## src/rtl/memory_access_pkg.sv

```systemverilog
// Shared types for the memory stage: operation codes, bus sizes, FSM states
// and the bundle handed to the writeback pipeline register.
package memory_pkg;

    typedef enum logic [3:0] {
        MEM_NONE = 4'd0,
        MEM_LB   = 4'd1,
        MEM_LBU  = 4'd2,
        MEM_LH   = 4'd3,
        MEM_LHU  = 4'd4,
        MEM_LW   = 4'd5,
        MEM_SB   = 4'd6,
        MEM_SH   = 4'd7,
        MEM_SW   = 4'd8
    } mem_op_t;

    typedef enum logic [1:0] {
        MSIZE_BYTE = 2'd0,
        MSIZE_HALF = 2'd1,
        MSIZE_WORD = 2'd2
    } msize_t;

    typedef enum logic [1:0] {
        IDLE = 2'd0,
        REQ  = 2'd1,
        WAIT = 2'd2,
        RESP = 2'd3
    } mem_state_t;

    typedef struct packed {
        logic [31:0] result;
        logic [4:0]  dest;
        logic        adel;
        logic        ades;
        logic [31:0] badvaddr;
    } memory_data_t;

    function automatic logic is_load(mem_op_t op);
        logic r;
        r = (op == MEM_LB) || (op == MEM_LBU) || (op == MEM_LH) ||
            (op == MEM_LHU) || (op == MEM_LW);
        return r;
    endfunction

    function automatic logic is_store(mem_op_t op);
        logic r;
        r = (op == MEM_SB) || (op == MEM_SH) || (op == MEM_SW);
        return r;
    endfunction

    // Halfwords must sit on an even address, words on a multiple of four.
    function automatic logic is_aligned(mem_op_t op, logic [1:0] lo);
        logic r;
        case (op)
            MEM_LH, MEM_LHU, MEM_SH: r = (lo[0] == 1'b0);
            MEM_LW, MEM_SW:          r = (lo == 2'b00);
            default:                 r = 1'b1;
        endcase
        return r;
    endfunction

endpackage

```

## src/rtl/memory_access_if.sv

```systemverilog
// SRAM-like data bus between the memory stage (master) and the data memory (slave).
interface memory_access_if #(
    parameter int ADDR_WIDTH = 32
) ();

    logic                  req;
    logic                  wr;
    logic [1:0]            size;
    logic [ADDR_WIDTH-1:0] addr;
    logic [31:0]           wdata;
    logic [3:0]            wstrb;
    logic                  addr_ok;
    logic                  data_ok;
    logic [31:0]           rdata;

    modport master (
        output req, wr, size, addr, wdata, wstrb,
        input  addr_ok, data_ok, rdata
    );

    modport slave (
        input  req, wr, size, addr, wdata, wstrb,
        output addr_ok, data_ok, rdata
    );

endinterface

```

## src/rtl/memory_access_align.sv

```systemverilog
// Byte-lane steering: store data replication/strobes and load extract/extend.
// Purely combinational so the uncached path can reuse it unchanged.
module mem_align
    import memory_pkg::*;
(
    input  mem_op_t     op_i,
    input  logic [1:0]  lane_i,
    input  logic [31:0] store_data_i,
    input  logic [31:0] rdata_i,
    output logic [31:0] wdata_o,
    output logic [3:0]  wstrb_o,
    output msize_t      size_o,
    output logic [31:0] load_data_o
);

    logic [7:0]  load_byte;
    logic [15:0] load_half;

    // Replicate store data into every lane and enable only the addressed bytes.
    always_comb begin
        wdata_o = store_data_i;
        wstrb_o = 4'b0000;
        case (op_i)
            MEM_SB: begin
                wdata_o = {4{store_data_i[7:0]}};
                wstrb_o = 4'b0001 << lane_i;
            end
            MEM_SH: begin
                wdata_o = {2{store_data_i[15:0]}};
                wstrb_o = lane_i[1] ? 4'b1100 : 4'b0011;
            end
            MEM_SW: begin
                wstrb_o = 4'b1111;
            end
            default: begin
            end
        endcase
    end

    // Access width presented on the bus.
    always_comb begin
        case (op_i)
            MEM_LB, MEM_LBU, MEM_SB: size_o = MSIZE_BYTE;
            MEM_LH, MEM_LHU, MEM_SH: size_o = MSIZE_HALF;
            default:                 size_o = MSIZE_WORD;
        endcase
    end

    // Pick the addressed byte/halfword out of the returned word and extend it.
    always_comb begin
        case (lane_i)
            2'd0:    load_byte = rdata_i[7:0];
            2'd1:    load_byte = rdata_i[15:8];
            2'd2:    load_byte = rdata_i[23:16];
            default: load_byte = rdata_i[31:24];
        endcase
        load_half = lane_i[1] ? rdata_i[31:16] : rdata_i[15:0];
        case (op_i)
            MEM_LB:  load_data_o = {{24{load_byte[7]}}, load_byte};
            MEM_LBU: load_data_o = {24'd0, load_byte};
            MEM_LH:  load_data_o = {{16{load_half[15]}}, load_half};
            MEM_LHU: load_data_o = {16'd0, load_half};
            default: load_data_o = rdata_i;
        endcase
    end

endmodule

```

## src/rtl/memory_access.sv

```systemverilog
// Memory pipeline stage: issues loads/stores on the data bus, stalls the
// pipeline until the response returns, and raises AdEL/AdES on misalignment.
module memory_access
    import memory_pkg::*;
#(
    parameter int ADDR_WIDTH    = 32,
    parameter bit DROP_ON_FLUSH = 1'b1
) (
    input  logic                  clk,
    input  logic                  reset,
    input  logic                  valid_i,
    input  mem_op_t               memop_i,
    input  logic [ADDR_WIDTH-1:0] addr_i,
    input  logic [31:0]           wdata_i,
    input  logic [4:0]            dest_i,
    input  logic                  flush_i,
    memory_access_if.master       bus,
    output logic                  valid_o,
    output logic [31:0]           result_o,
    output logic [4:0]            dest_o,
    output logic                  exc_adel_o,
    output logic                  exc_ades_o,
    output logic [ADDR_WIDTH-1:0] badvaddr_o,
    output logic                  stall_o
);

    mem_state_t            state_q, state_d;
    logic                  drop_q, drop_d;
    mem_op_t               op_q;
    logic [ADDR_WIDTH-1:0] addr_q;
    logic [31:0]           wdata_q;
    logic [4:0]            dest_q;
    logic [31:0]           rdata_q;

    logic                  accept;
    logic                  capture;
    memory_data_t          wb;

    logic [31:0]           align_wdata;
    logic [3:0]            align_wstrb;
    msize_t                align_size;
    logic [31:0]           align_load;

    mem_align u_align (
        .op_i         (op_q),
        .lane_i       (addr_q[1:0]),
        .store_data_i (wdata_q),
        .rdata_i      (rdata_q),
        .wdata_o      (align_wdata),
        .wstrb_o      (align_wstrb),
        .size_o       (align_size),
        .load_data_o  (align_load)
    );

    // State, drop flag and the latched access; response data captured on data_ok.
    always_ff @(posedge clk or posedge reset) begin
        if (reset) begin
            state_q <= IDLE;
            drop_q  <= 1'b0;
            op_q    <= MEM_NONE;
            addr_q  <= '0;
            wdata_q <= '0;
            dest_q  <= '0;
            rdata_q <= '0;
        end else begin
            state_q <= state_d;
            drop_q  <= drop_d;
            if (accept) begin
                op_q    <= memop_i;
                addr_q  <= addr_i;
                wdata_q <= wdata_i;
                dest_q  <= dest_i;
            end
            if (capture) begin
                rdata_q <= bus.rdata;
            end
        end
    end

    // Next-state logic plus the writeback bundle and stall for the current state.
    always_comb begin
        state_d = state_q;
        drop_d  = drop_q;
        accept  = 1'b0;
        capture = 1'b0;
        wb      = '0;
        valid_o = 1'b0;
        stall_o = 1'b0;
        case (state_q)
            IDLE: begin
                if (valid_i && !flush_i) begin
                    if (memop_i == MEM_NONE) begin
                        valid_o   = 1'b1;
                        wb.result = 32'(addr_i);
                        wb.dest   = dest_i;
                    end else if (!is_aligned(memop_i, addr_i[1:0])) begin
                        valid_o     = 1'b1;
                        wb.adel     = is_load(memop_i);
                        wb.ades     = is_store(memop_i);
                        wb.badvaddr = 32'(addr_i);
                    end else begin
                        accept  = 1'b1;
                        stall_o = 1'b1;
                        state_d = REQ;
                    end
                end
            end
            REQ: begin
                stall_o = 1'b1;
                if (flush_i && DROP_ON_FLUSH) begin
                    drop_d = 1'b1;
                end
                if (bus.addr_ok) begin
                    if (bus.data_ok) begin
                        capture = 1'b1;
                        state_d = RESP;
                    end else begin
                        state_d = WAIT;
                    end
                end
            end
            WAIT: begin
                stall_o = 1'b1;
                if (flush_i && DROP_ON_FLUSH) begin
                    drop_d = 1'b1;
                end
                if (bus.data_ok) begin
                    capture = 1'b1;
                    state_d = RESP;
                end
            end
            RESP: begin
                state_d = IDLE;
                drop_d  = 1'b0;
                if (!drop_q) begin
                    valid_o = 1'b1;
                    if (is_load(op_q)) begin
                        wb.result = align_load;
                        wb.dest   = dest_q;
                    end else begin
                        wb.result = 32'(addr_q);
                    end
                end
            end
            default: begin
                state_d = IDLE;
            end
        endcase
    end

    assign bus.req   = (state_q == REQ);
    assign bus.wr    = is_store(op_q);
    assign bus.size  = align_size;
    assign bus.addr  = addr_q;
    assign bus.wdata = align_wdata;
    assign bus.wstrb = align_wstrb;

    assign result_o   = wb.result;
    assign dest_o     = wb.dest;
    assign exc_adel_o = wb.adel;
    assign exc_ades_o = wb.ades;
    assign badvaddr_o = ADDR_WIDTH'(wb.badvaddr);

endmodule

```

## src/flat_wrapper.sv

```systemverilog
// flat-port wrapper written by rule: the top's interface ports become plain ports
module memory_access_flat import memory_pkg::*;
#(
    parameter int ADDR_WIDTH    = 32,
    parameter bit DROP_ON_FLUSH = 1'b1
)
  (clk, reset, valid_i, memop_i, addr_i, wdata_i, dest_i, flush_i, valid_o, result_o, dest_o, exc_adel_o, exc_ades_o, badvaddr_o, stall_o, bus_req, bus_wr, bus_size, bus_addr, bus_wdata, bus_wstrb, bus_addr_ok, bus_data_ok, bus_rdata);
  memory_access_if #(.ADDR_WIDTH(ADDR_WIDTH)) bus_i ();
  input  logic clk;
  input  logic reset;
  input  logic valid_i;
  input  mem_op_t memop_i;
  input  logic [ADDR_WIDTH-1:0] addr_i;
  input  logic [31:0] wdata_i;
  input  logic [4:0] dest_i;
  input  logic flush_i;
  output logic valid_o;
  output logic [31:0] result_o;
  output logic [4:0] dest_o;
  output logic exc_adel_o;
  output logic exc_ades_o;
  output logic [ADDR_WIDTH-1:0] badvaddr_o;
  output logic stall_o;
  output wire logic [$bits(bus_i.req)-1:0] bus_req;
  output wire logic [$bits(bus_i.wr)-1:0] bus_wr;
  output wire logic [$bits(bus_i.size)-1:0] bus_size;
  output wire logic [$bits(bus_i.addr)-1:0] bus_addr;
  output wire logic [$bits(bus_i.wdata)-1:0] bus_wdata;
  output wire logic [$bits(bus_i.wstrb)-1:0] bus_wstrb;
  input wire logic [$bits(bus_i.addr_ok)-1:0] bus_addr_ok;
  input wire logic [$bits(bus_i.data_ok)-1:0] bus_data_ok;
  input wire logic [$bits(bus_i.rdata)-1:0] bus_rdata;
  assign bus_req = bus_i.req;
  assign bus_wr = bus_i.wr;
  assign bus_size = bus_i.size;
  assign bus_addr = bus_i.addr;
  assign bus_wdata = bus_i.wdata;
  assign bus_wstrb = bus_i.wstrb;
  assign bus_i.addr_ok = bus_addr_ok;
  assign bus_i.data_ok = bus_data_ok;
  assign bus_i.rdata = bus_rdata;
  memory_access #(.ADDR_WIDTH(ADDR_WIDTH), .DROP_ON_FLUSH(DROP_ON_FLUSH)) u_core (.clk(clk), .reset(reset), .valid_i(valid_i), .memop_i(memop_i), .addr_i(addr_i), .wdata_i(wdata_i), .dest_i(dest_i), .flush_i(flush_i), .bus(bus_i), .valid_o(valid_o), .result_o(result_o), .dest_o(dest_o), .exc_adel_o(exc_adel_o), .exc_ades_o(exc_ades_o), .badvaddr_o(badvaddr_o), .stall_o(stall_o));
endmodule
```

## config.mk

```make
export PLATFORM = sky130hd
export DESIGN_NAME = memory_access_flat
export DESIGN_NICKNAME = d
export VERILOG_FILES = /design/src/rtl/memory_access_pkg.sv /design/src/rtl/memory_access_if.sv /design/src/rtl/memory_access_align.sv /design/src/rtl/memory_access.sv /design/src/flat_wrapper.sv
export SDC_FILE = /design/constraint.sdc
export NUM_CORES = 1
export LEC_CHECK = 0
export ABC_AREA = 1
export BUFFER_PORTS_ARGS = -buffer_cell sky130_fd_sc_hd__buf_4
export CAP_MARGIN = 15
export CORE_ASPECT_RATIO = 0.7
export CORE_MARGIN = 3
export CORE_UTILIZATION = 47
export DETAILED_ROUTE_END_ITERATION = 16
export PLACE_DENSITY = 0.76
export SLEW_MARGIN = 40
export SYNTH_ARGS = -nofsm -noshare
export SYNTH_HDL_FRONTEND = slang
export SYNTH_HIERARCHICAL = 1
export SYNTH_SLANG_ARGS = --single-unit
```

## constraint.sdc

```tcl
create_clock -name clk -period 3.7 [get_ports clk]
set_input_delay 0.185 -clock clk [delete_from_list [all_inputs] [get_ports clk]]
set_output_delay 0.185 -clock clk [all_outputs]
set_load 0.005 [all_outputs]
```

==> summary.json, run 1 <==
{
  "layout.nets": {"value": 1318},
  "drive_gt1_frac": {"value": 0.3344},
  "worst_skew_pair.late_latency": {"value": 340, "unit": "ps"},
  "net-switching-power": {"value": 3.690, "unit": "mW"},
  "i_o_pin_count": {"value": 256},
  "mappedNetlistNets": {"value": 1111},
  "clkSinkCount": {"value": 108},
  "pwr-share-seq": {"value": 0.323},
  "ys_seq_area_frac": {"value": 0.3677},
  "tritoncts": {"value": "built"},
  "critical_path.startpoint_type": {"value": "flip-flop"},
  "totalWireLength": {"value": 24520, "unit": "um"},
  "crit_path_cell_trace": {"value": "inv_1 -> ha_1 -> inv_1 -> nor2_2 -> nand3_1 -> buf_4 -> a21oi_1 -> buf_4"},
  "total_leakage_power": {"value": 4.997, "unit": "nW"},
  "maxSlewViolCount": {"value": 0},
  "postCtsSetupBuffers": {"value": 0},
  "run_status": {"value": "complete, no violations"},
  "yosys.cell_types.count": {"value": 33},
  "via_count": {"value": 7597},
  "critPathCaptureType": {"value": "output port"},
  "grt.overflow.total": {"value": 0},
  "timing_hold_violations_final": {"value": 0},
  "data_arrival_at_the_endpoint_of_the_critical_path": {"value": 3180, "unit": "ps"},
  "tightest_slew": {"value": 735.7, "unit": "ps"},
  "via_count_of_the_first_global_routing_pass": {"value": 6778},
  "ctsResizeCount": {"value": 0},
  "maxCapViolations": {"value": 0},
  "ant_nets": {"value": 0},
  "wire_length_of_the_first_global_routing_pass": {"value": 37720, "unit": "um"},
  "pwr_density_cell": {"value": 823.5, "unit": "nW/um2"},
  "synth-main-ff-cell": {"value": "sky130_fd_sc_hd__dfrtp_1"},
  "holdPathEnd": {"value": "u_core/rdata_q[28]"},
  "pin_count_of_the_biggest_net_entering_global_routing": {"value": 66},
  "dp_hpwl": {"value": 18660, "unit": "um"},
  "setup_total_negative_slack": {"value": 0, "unit": "ps"},
  "die-height": {"value": 110.6, "unit": "um"},
  "reg2reg_setup_slack": {"value": 820, "unit": "ps"},
  "synth_seq_cells": {"value": 108},
  "drt-pass1-iter-count": {"value": 5},
  "worst_clock_skew": {"value": 5.291, "unit": "ps"},
  "die_area": {"value": 17200, "unit": "um2"},
  "grt_setup_unrepaired": {"value": "no"},
  "hold_path_startpoint": {"value": "bus_rdata[28]"},
  "syn_to_final_growth": {"value": 28.05, "unit": "%"},
  "cell_with_the_most_instances_after_synthesis": {"value": "sky130_fd_sc_hd__nand2_1"},
  "initial_antenna_violation_count": {"value": 0},
  "worst_ir_drop_vdd": {"value": 0.3924, "unit": "mV"},
  "synth.avg_cell_area": {"value": 7.380, "unit": "um2"},
  "period_share": {"value": 0.9087},
  "combPwrFrac": {"value": 0.561},
  "timing.fmax": {"value": 297.4, "unit": "MHz"},
  "clk_pin_slew": {"value": 70, "unit": "ps"},
  "core-area": {"value": 15000, "unit": "um2"},
  "synth_top_cells_by_area": {"value": "sky130_fd_sc_hd__dfrtp_1 37%, sky130_fd_sc_hd__nand2_1 12%, sky130_fd_sc_hd__o21ai_2 7.5%"},
  "synth.largest_area_cell": {"value": "sky130_fd_sc_hd__dfrtp_1"},
  "critical_path_start_end_classification": {"value": "flip-flop to output port"},
  "avgRoutedWirePerCell": {"value": 17.47, "unit": "um"},
  "power.share.clock": {"value": 0.117},
  "reg2reg_from": {"value": "u_core/state_q[0]"},
  "number_of_failing_setup_endpoints_in_the_final_timing_report": {"value": 0},
  "maxSlewHeadroom": {"value": 0.5082},
  "p_sw_frac": {"value": 0.4760},
  "synth-edff-count": {"value": 0},
  "yosys_warnings": {"value": 6},
  "asyncSetResetFlopFracSynth": {"value": 1.000},
  "finalWeightedCongestion": {"value": 0.9728},
  "synth.cell_area": {"value": 7351, "unit": "um2"},
  "route.detailed.drc": {"value": 0},
  "p_int": {"value": 4.062, "unit": "mW"},
  "ctsRootBufferMaster": {"value": "sky130_fd_sc_hd__clkbuf_16"},
  "clock_buffer_count_from_cts": {"value": 9},
  "viasPerCell": {"value": 5.415},
  "grt_use_total": {"value": 0.2733},
  "clock_tree.buffer_depth": {"value": 2},
  "port_buffers": {"value": 255},
  "netlist_instances": {"value": 996},
  "timing.critical_path.required": {"value": 3510, "unit": "ps"},
  "timing.hold.worst_path_depth": {"value": 2},
  "htree_num_levels": {"value": 3},
  "worst_r2r_path_depth": {"value": 8},
  "holdBufCountCts": {"value": 1},
  "crit_path_time_final": {"value": 3362, "unit": "ps"},
  "rr_endpoint": {"value": "u_core/wdata_q[21]"},
  "critPathSlowestCell": {"value": "sky130_fd_sc_hd__nand3_1"},
  "initial_utilization": {"value": 0.4901},
  "drtIter0Drc": {"value": 948},
  "postLayoutCoreUtil": {"value": 0.6275},
  "floorplan.die.width": {"value": 155.5, "unit": "um"},
  "diodes": {"value": 0},
  "leading_cell_types_by_count_after_synthesis": {"value": "232 x sky130_fd_sc_hd__nand2_1, 132 x sky130_fd_sc_hd__inv_1, 108 x sky130_fd_sc_hd__dfrtp_1"},
  "cpPeakStageDelay": {"value": 670, "unit": "ps"},
  "row_count": {"value": 37},
  "timing.hold.worst.class": {"value": "input pin to flip-flop"},
  "crit_path_max_fanout": {"value": 18},
  "synth_top_area_frac": {"value": 0.3677}
}
-- layout make-up --
class / count / area [um2]
clock buffers: 10 / 229.0
clock inverters: 6 / 41.29
fillers: 1371 / 5587
inverters: 137 / 516.7
multi-input cells: 678 / 3640
flip-flops and latches: 108 / 2704
well taps: 195 / 244.0
repair buffers: 269 / 2038
-- critical path: cells and delay by family (launching register included) --
family / cells / cell delay [ps]
buffers and inverters: 4 / 810
adder cells (fa/ha/maj): 1 / 210
AND/OR/NAND/NOR: 2 / 1220
AO/OA/AOI/OAI: 1 / 140
flip-flops: 1 / 450
-- layer usage --
| metal | share of wire | wire [um] | GRT usage | vias to the layer above |
|---|---|---|---|---|
| li1 | - | - | - | 3631 |
| met1 | 0.45 | 10980 | 0.4179 | 3557 |
| met2 | 0.43 | 10550 | 0.3957 | 376 |
| met3 | 0.11 | 2656 | 0.06816 | 33 |
| met4 | 0.014 | 335 | 0.04431 | 0 |
| met5 | 0 | 0 | 0 | - |
-- cell usage in the layout (no fill, tap or decap), drive strengths merged --
cell	netlist	final
mux2	32	32
nor4	1	1
o21ai	122	122
or2	1	1
dlygate4sd3	0	1
o211ai	12	12
o21a	1	1
o22ai	1	1
clkinv	1	4
a21oi	73	73
nor2	80	80
nand4	34	34
nand2	238	238
nand3	77	77
ha	4	4
clkinvlp	0	3
dfrtp	108	108
buf	62	268
nor3	2	2
inv	136	136
clkbuf	11	10
-- sequential cells by signal, indices dropped and copies added (netlist names) --
signal,cells
u_core/bus.addr,32
u_core/rdata_q,32
u_core/wdata_q,32
u_core/dest_q,5
u_core/op_q,4
u_core/state_q,2
u_core/drop_q,1
-- through the flow --
step / hold WS, ps / power, mW / setup WS (ps) / std cells / area (um2)
CTS: 63.09 / 7.675 / 362.9 / 1403 / 9409
finish: 70.78 / 7.751 / 337.7 / 1403 / 9413
floorplan: 318.0 / 5.071 / 669.4 / 996 / 7351
detailed placement: 332.8 / 6.755 / 728.0 / 1386 / 9129
global placement: 335.7 / 6.645 / 832.3 / 1385 / 9112
global route: 58.73 / 8.306 / 126.2 / 1403 / 9413
-- power by group through the flow --
stage               logic (mW)  registers [mW]  clock network (mW)
floorplan                 2.86            2.21                   0
global placement          4.18            2.46                   0
detailed placement        4.27            2.49                   0
CTS                       4.29            2.47               0.919
global route              4.76            2.58               0.968
finish                    4.35            2.50               0.903
-- worst max path at each step --
| stage | from | to | slack (ps) | cells past startpoint |
|---|---|---|---|---|
| 2_1_floorplan | reset | u_core/bus.addr[0] | 670 | 1 |
| 3_3_place_gp | u_core/state_q[0] | valid_o | 830 | 8 |
| 3_5_place_dp | u_core/state_q[0] | valid_o | 730 | 8 |
| 4_1_cts | u_core/state_q[0] | valid_o | 360 | 8 |
| 5_1_grt | u_core/state_q[0] | valid_o | 130 | 8 |
| 6_report | u_core/state_q[0] | valid_o | 340 | 8 |
-- logic make-up after synthesis --
family	count (synthesis)	synth area share
and+or+nand+nor	433	0.2579
buffers and inverters	210	0.1396
AOI/OAI and AO/OA	209	0.1791
DFF	108	0.3677
muxes	32	0.04902
adders and majority gates	4	0.006809
No activity file was read; power rests on OpenSTA's default activity.
==> run 2, diff against run 1 <==
RECOVER_POWER = 100   (was not set)
SETUP_SLACK_MARGIN = 0.3   (was not set)
==> run 2 against run 1 <==
Net effect:
- the flow now finishes with violations (max-capacitance violations, max-slew violations)
- core utilization decreased by 2.3 points
- clock power is essentially flat
- total power shrank 4.0%
- critical path depth increased by 1
- design area is 3.6% lower
- final cell count about the same
- maximum frequency increased by 0.67%
- sequential share of layout area grew 1.1 points
- critical endpoint is now result_o[3]
==> summary.json, run 2 (synthesized netlist as in run 1, its figures left out) <==
{
  "avgRoutedWirePerCell": {"value": 17.69, "unit": "um", "change": "was 17.47 um"},
  "setup_total_negative_slack": {"value": 0, "unit": "ps", "change": "unchanged"},
  "period_share": {"value": 0.9026, "change": "was 0.9087"},
  "floorplan.die.width": {"value": 155.5, "unit": "um", "change": "unchanged"},
  "power.share.clock": {"value": 0.121, "change": "was 0.117"},
  "tightest_slew": {"value": 2381, "unit": "ps", "change": "was 735.7 ps"},
  "htree_num_levels": {"value": 3, "change": "unchanged"},
  "finalWeightedCongestion": {"value": 0.9728, "change": "unchanged"},
  "pwr_density_cell": {"value": 820.2, "unit": "nW/um2", "change": "was 823.5 nW/um2"},
  "clk_pin_slew": {"value": 70, "unit": "ps", "change": "about the same"},
  "grt.overflow.total": {"value": 0, "change": "unchanged"},
  "clock_tree.buffer_depth": {"value": 2, "change": "unchanged"},
  "total_leakage_power": {"value": 4.747, "unit": "nW", "change": "was 4.997 nW"},
  "syn_to_final_growth": {"value": 23.42, "unit": "%", "change": "was 28.05%"},
  "use_met3": {"value": 0.06816, "change": "unchanged"},
  "die_area": {"value": 17200, "unit": "um2", "change": "unchanged"},
  "net-switching-power": {"value": 3.589, "unit": "mW", "change": "was 3.690 mW"},
  "critPathSlowestCell": {"value": "sky130_fd_sc_hd__nand2_1", "change": "was sky130_fd_sc_hd__nand3_1"},
  "i_o_pin_count": {"value": 256, "change": "unchanged"},
  "drtIter0Drc": {"value": 982, "change": "was 948"},
  "clock_buffer_count_from_cts": {"value": 9, "change": "unchanged"},
  "timing.critical_path.required": {"value": 3510, "unit": "ps", "change": "about the same"},
  "globalRoute.busiestLayer": {"value": "met1", "change": "unchanged"},
  "grt_use_total": {"value": 0.2733, "change": "unchanged"},
  "timing_hold_violations_final": {"value": 0, "change": "unchanged"},
  "p_int": {"value": 3.852, "unit": "mW", "change": "was 4.062 mW"},
  "die-height": {"value": 110.6, "unit": "um", "change": "unchanged"},
  "violated_checks": {"value": "max-capacitance violations, max-slew violations"},
  "crit_path_frequent_cell": {"value": "sky130_fd_sc_hd__nand2_1"},
  "final_cell_mix": {"value": "232 x sky130_fd_sc_hd__nand2_1, 133 x sky130_fd_sc_hd__buf_4, 131 x sky130_fd_sc_hd__inv_1", "change": "was 266 x sky130_fd_sc_hd__buf_4, 230 x sky130_fd_sc_hd__nand2_1, 131 x sky130_fd_sc_hd__inv_1"},
  "critical_path.startpoint_type": {"value": "flip-flop", "change": "unchanged"},
  "totalWireLength": {"value": 24840, "unit": "um", "change": "was 24520 um"},
  "p_sw_frac": {"value": 0.4823, "change": "was 0.4760"},
  "maxSlewHeadroom": {"value": -0.5959, "change": "was 0.5082"},
  "worst_ir_drop_vdd": {"value": 0.3736, "unit": "mV", "change": "was 0.3924 mV"},
  "via_count": {"value": 7639, "change": "was 7597"},
  "port_buffers": {"value": 255, "change": "unchanged"},
  "met2_usage": {"value": 0.3957, "change": "unchanged"},
  "timing.hold.worst.class": {"value": "input pin to flip-flop", "change": "unchanged"},
  "crit_path_max_fanout": {"value": 35, "change": "was 18"},
  "core-area": {"value": 15000, "unit": "um2", "change": "unchanged"},
  "worst_skew_pair.late_latency": {"value": 340, "unit": "ps", "change": "about the same"},
  "row_count": {"value": 37, "change": "unchanged"},
  "grt_setup_unrepaired": {"value": "no", "change": "unchanged"},
  "critical_path_start_end_classification": {"value": "flip-flop to output port", "change": "unchanged"},
  "drt-pass1-iter-count": {"value": 6, "change": "was 5"},
  "critPathCaptureType": {"value": "output port", "change": "unchanged"},
  "maxSlewViolCount": {"value": 85, "change": "was 0"},
  "final_common_cell": {"value": "sky130_fd_sc_hd__nand2_1", "change": "was sky130_fd_sc_hd__buf_4"},
  "drive_gt1_frac": {"value": 0.2622, "change": "was 0.3344"},
  "cpPeakStageDelay": {"value": 590, "unit": "ps", "change": "was 670 ps"},
  "pwr-share-seq": {"value": 0.335, "change": "was 0.323"},
  "worst_clock_skew": {"value": 5.233, "unit": "ps", "change": "was 5.291 ps"},
  "run_status": {"value": "finished with violations", "change": "was complete, no violations"},
  "ctsRootBufferMaster": {"value": "sky130_fd_sc_hd__clkbuf_16", "change": "unchanged"},
  "clkSinkCount": {"value": 108, "change": "unchanged"},
  "viasPerCell": {"value": 5.441, "change": "was 5.415"},
  "tritoncts": {"value": "built", "change": "unchanged"},
  "timing.fmax": {"value": 299.4, "unit": "MHz", "change": "was 297.4 MHz"},
  "data_arrival_at_the_endpoint_of_the_critical_path": {"value": 3150, "unit": "ps", "change": "was 3180 ps"},
  "via_count_of_the_first_global_routing_pass": {"value": 6778, "change": "unchanged"},
  "wire_length_of_the_first_global_routing_pass": {"value": 37720, "unit": "um", "change": "unchanged"},
  "initial_utilization": {"value": 0.4901, "change": "unchanged"},
  "reg2reg_from": {"value": "u_core/state_q[0]", "change": "unchanged"},
  "globalRouteMet1Util": {"value": 0.4179, "change": "unchanged"},
  "diodes": {"value": 0, "change": "unchanged"},
  "pin_count_of_the_biggest_net_entering_global_routing": {"value": 66, "change": "unchanged"},
  "hold_slack": {"value": 71.71, "unit": "ps", "change": "was 70.78 ps"},
  "layout.nets": {"value": 1319, "change": "was 1318"},
  "hold_path_startpoint": {"value": "bus_rdata[22]", "change": "was bus_rdata[28]"},
  "route.detailed.drc": {"value": 0, "change": "unchanged"},
  "postCtsSetupBuffers": {"value": 0, "change": "unchanged"},
  "maxCapViolations": {"value": 2, "change": "was 0"},
  "initial_antenna_violation_count": {"value": 0, "change": "unchanged"},
  "combPwrFrac": {"value": 0.544, "change": "was 0.561"},
  "dp_hpwl": {"value": 18660, "unit": "um", "change": "unchanged"},
  "cp-startpoint": {"value": "u_core/op_q[1]", "change": "was u_core/state_q[0]"},
  "crit_path_time_final": {"value": 3340, "unit": "ps", "change": "was 3362 ps"},
  "number_of_failing_setup_endpoints_in_the_final_timing_report": {"value": 0, "change": "unchanged"},
  "crit_path_cell_trace": {"value": "nand2_1 -> inv_1 -> nand2_2 -> nand2_1 -> nand2_1 -> nand3_1 -> o211ai_1 -> a21oi_1 -> clkbuf_4", "change": "was inv_1 -> ha_1 -> inv_1 -> nor2_2 -> nand3_1 -> buf_4 -> a21oi_1 -> buf_4"},
  "ant_nets": {"value": 0, "change": "unchanged"}
}
-- run 2: changes by cell type in the layout (fill, tap and decap cells not counted), sizes merged --
cell      previous run  this run
inv                136       135
buf                268       135
nand3               77        78
clkinvlp             3         4
clkbuf              10       143
-- run 2: final cells by class --
cell class / instances / area, um2
Clock buffer: 10 / 229.0
Clock inverter: 6 / 41.29
Fill cell: 1495 / 5927
Inverter: 137 / 515.5
Multi-Input combinational cell: 679 / 3430
Sequential cell: 108 / 2703
Tap cell: 195 / 244.0
Timing Repair Buffer: 269 / 1911
-- run 2: final timing paths --
check | to | slack [ps] | cells past startpoint
max | result_o[3] | 360 | 9
min | u_core/rdata_q[22] | 70 | 2
max reg2reg | u_core/rdata_q[10] | 550 | 6
min reg2reg | u_core/wdata_q[26] | 490 | 2
max in group asynchronous | u_core/rdata_q[8] | 950 | 4
min in group asynchronous | u_core/wdata_q[29] | 1030 | 3
-- run 2: timing repair --
item                                    CTS  global route
endpoints found under the hold margin    49             0
endpoints found under the setup margin    0            21
hold buffers                              1             0
gates resized for setup                   0             1
-- run 2: layer usage --
layer  wire length (um)  vias to the layer above  part of all wire
met5                  0                        -                 0
li1                   -                     3640                 -
met3               2703                       24              0.11
met1              11180                     3570              0.45
met2              10660                      405              0.43
met4                296                        0             0.012
-- run 2: power by group through the flow --
stage               clock [mW]  sequential (mW)  combinational (mW)
floorplan                    0             2.21                2.86
detailed placement           0             2.49                4.27
CTS                      0.919             2.47                4.29
global route             0.968             2.58                4.44
finish                   0.903             2.49                4.05
global placement             0             2.46                4.18
-- run 2: critical path: cells and delay by family (launching register included) --
kind / cells / cell delay (ps)
buffers and inverters: 2 / 230
flip-flops: 1 / 470
AO/OA/AOI/OAI: 2 / 400
AND/OR/NAND/NOR: 5 / 1690
-- run 2: stage by stage --
stage	power, mW	cells	worst slack (ps)	utilization	cell area, um2
4_1_cts	7.675	1403	362.9	0.6273	9409
3_5_place_dp	6.755	1386	728.0	0.6086	9129
6_report	7.441	1404	360.3	0.6049	9072
3_3_place_gp	6.645	1385	832.3	0.6075	9112
2_1_floorplan	5.071	996	669.4	-	7351
5_1_grt	7.986	1404	176.3	0.6049	9072
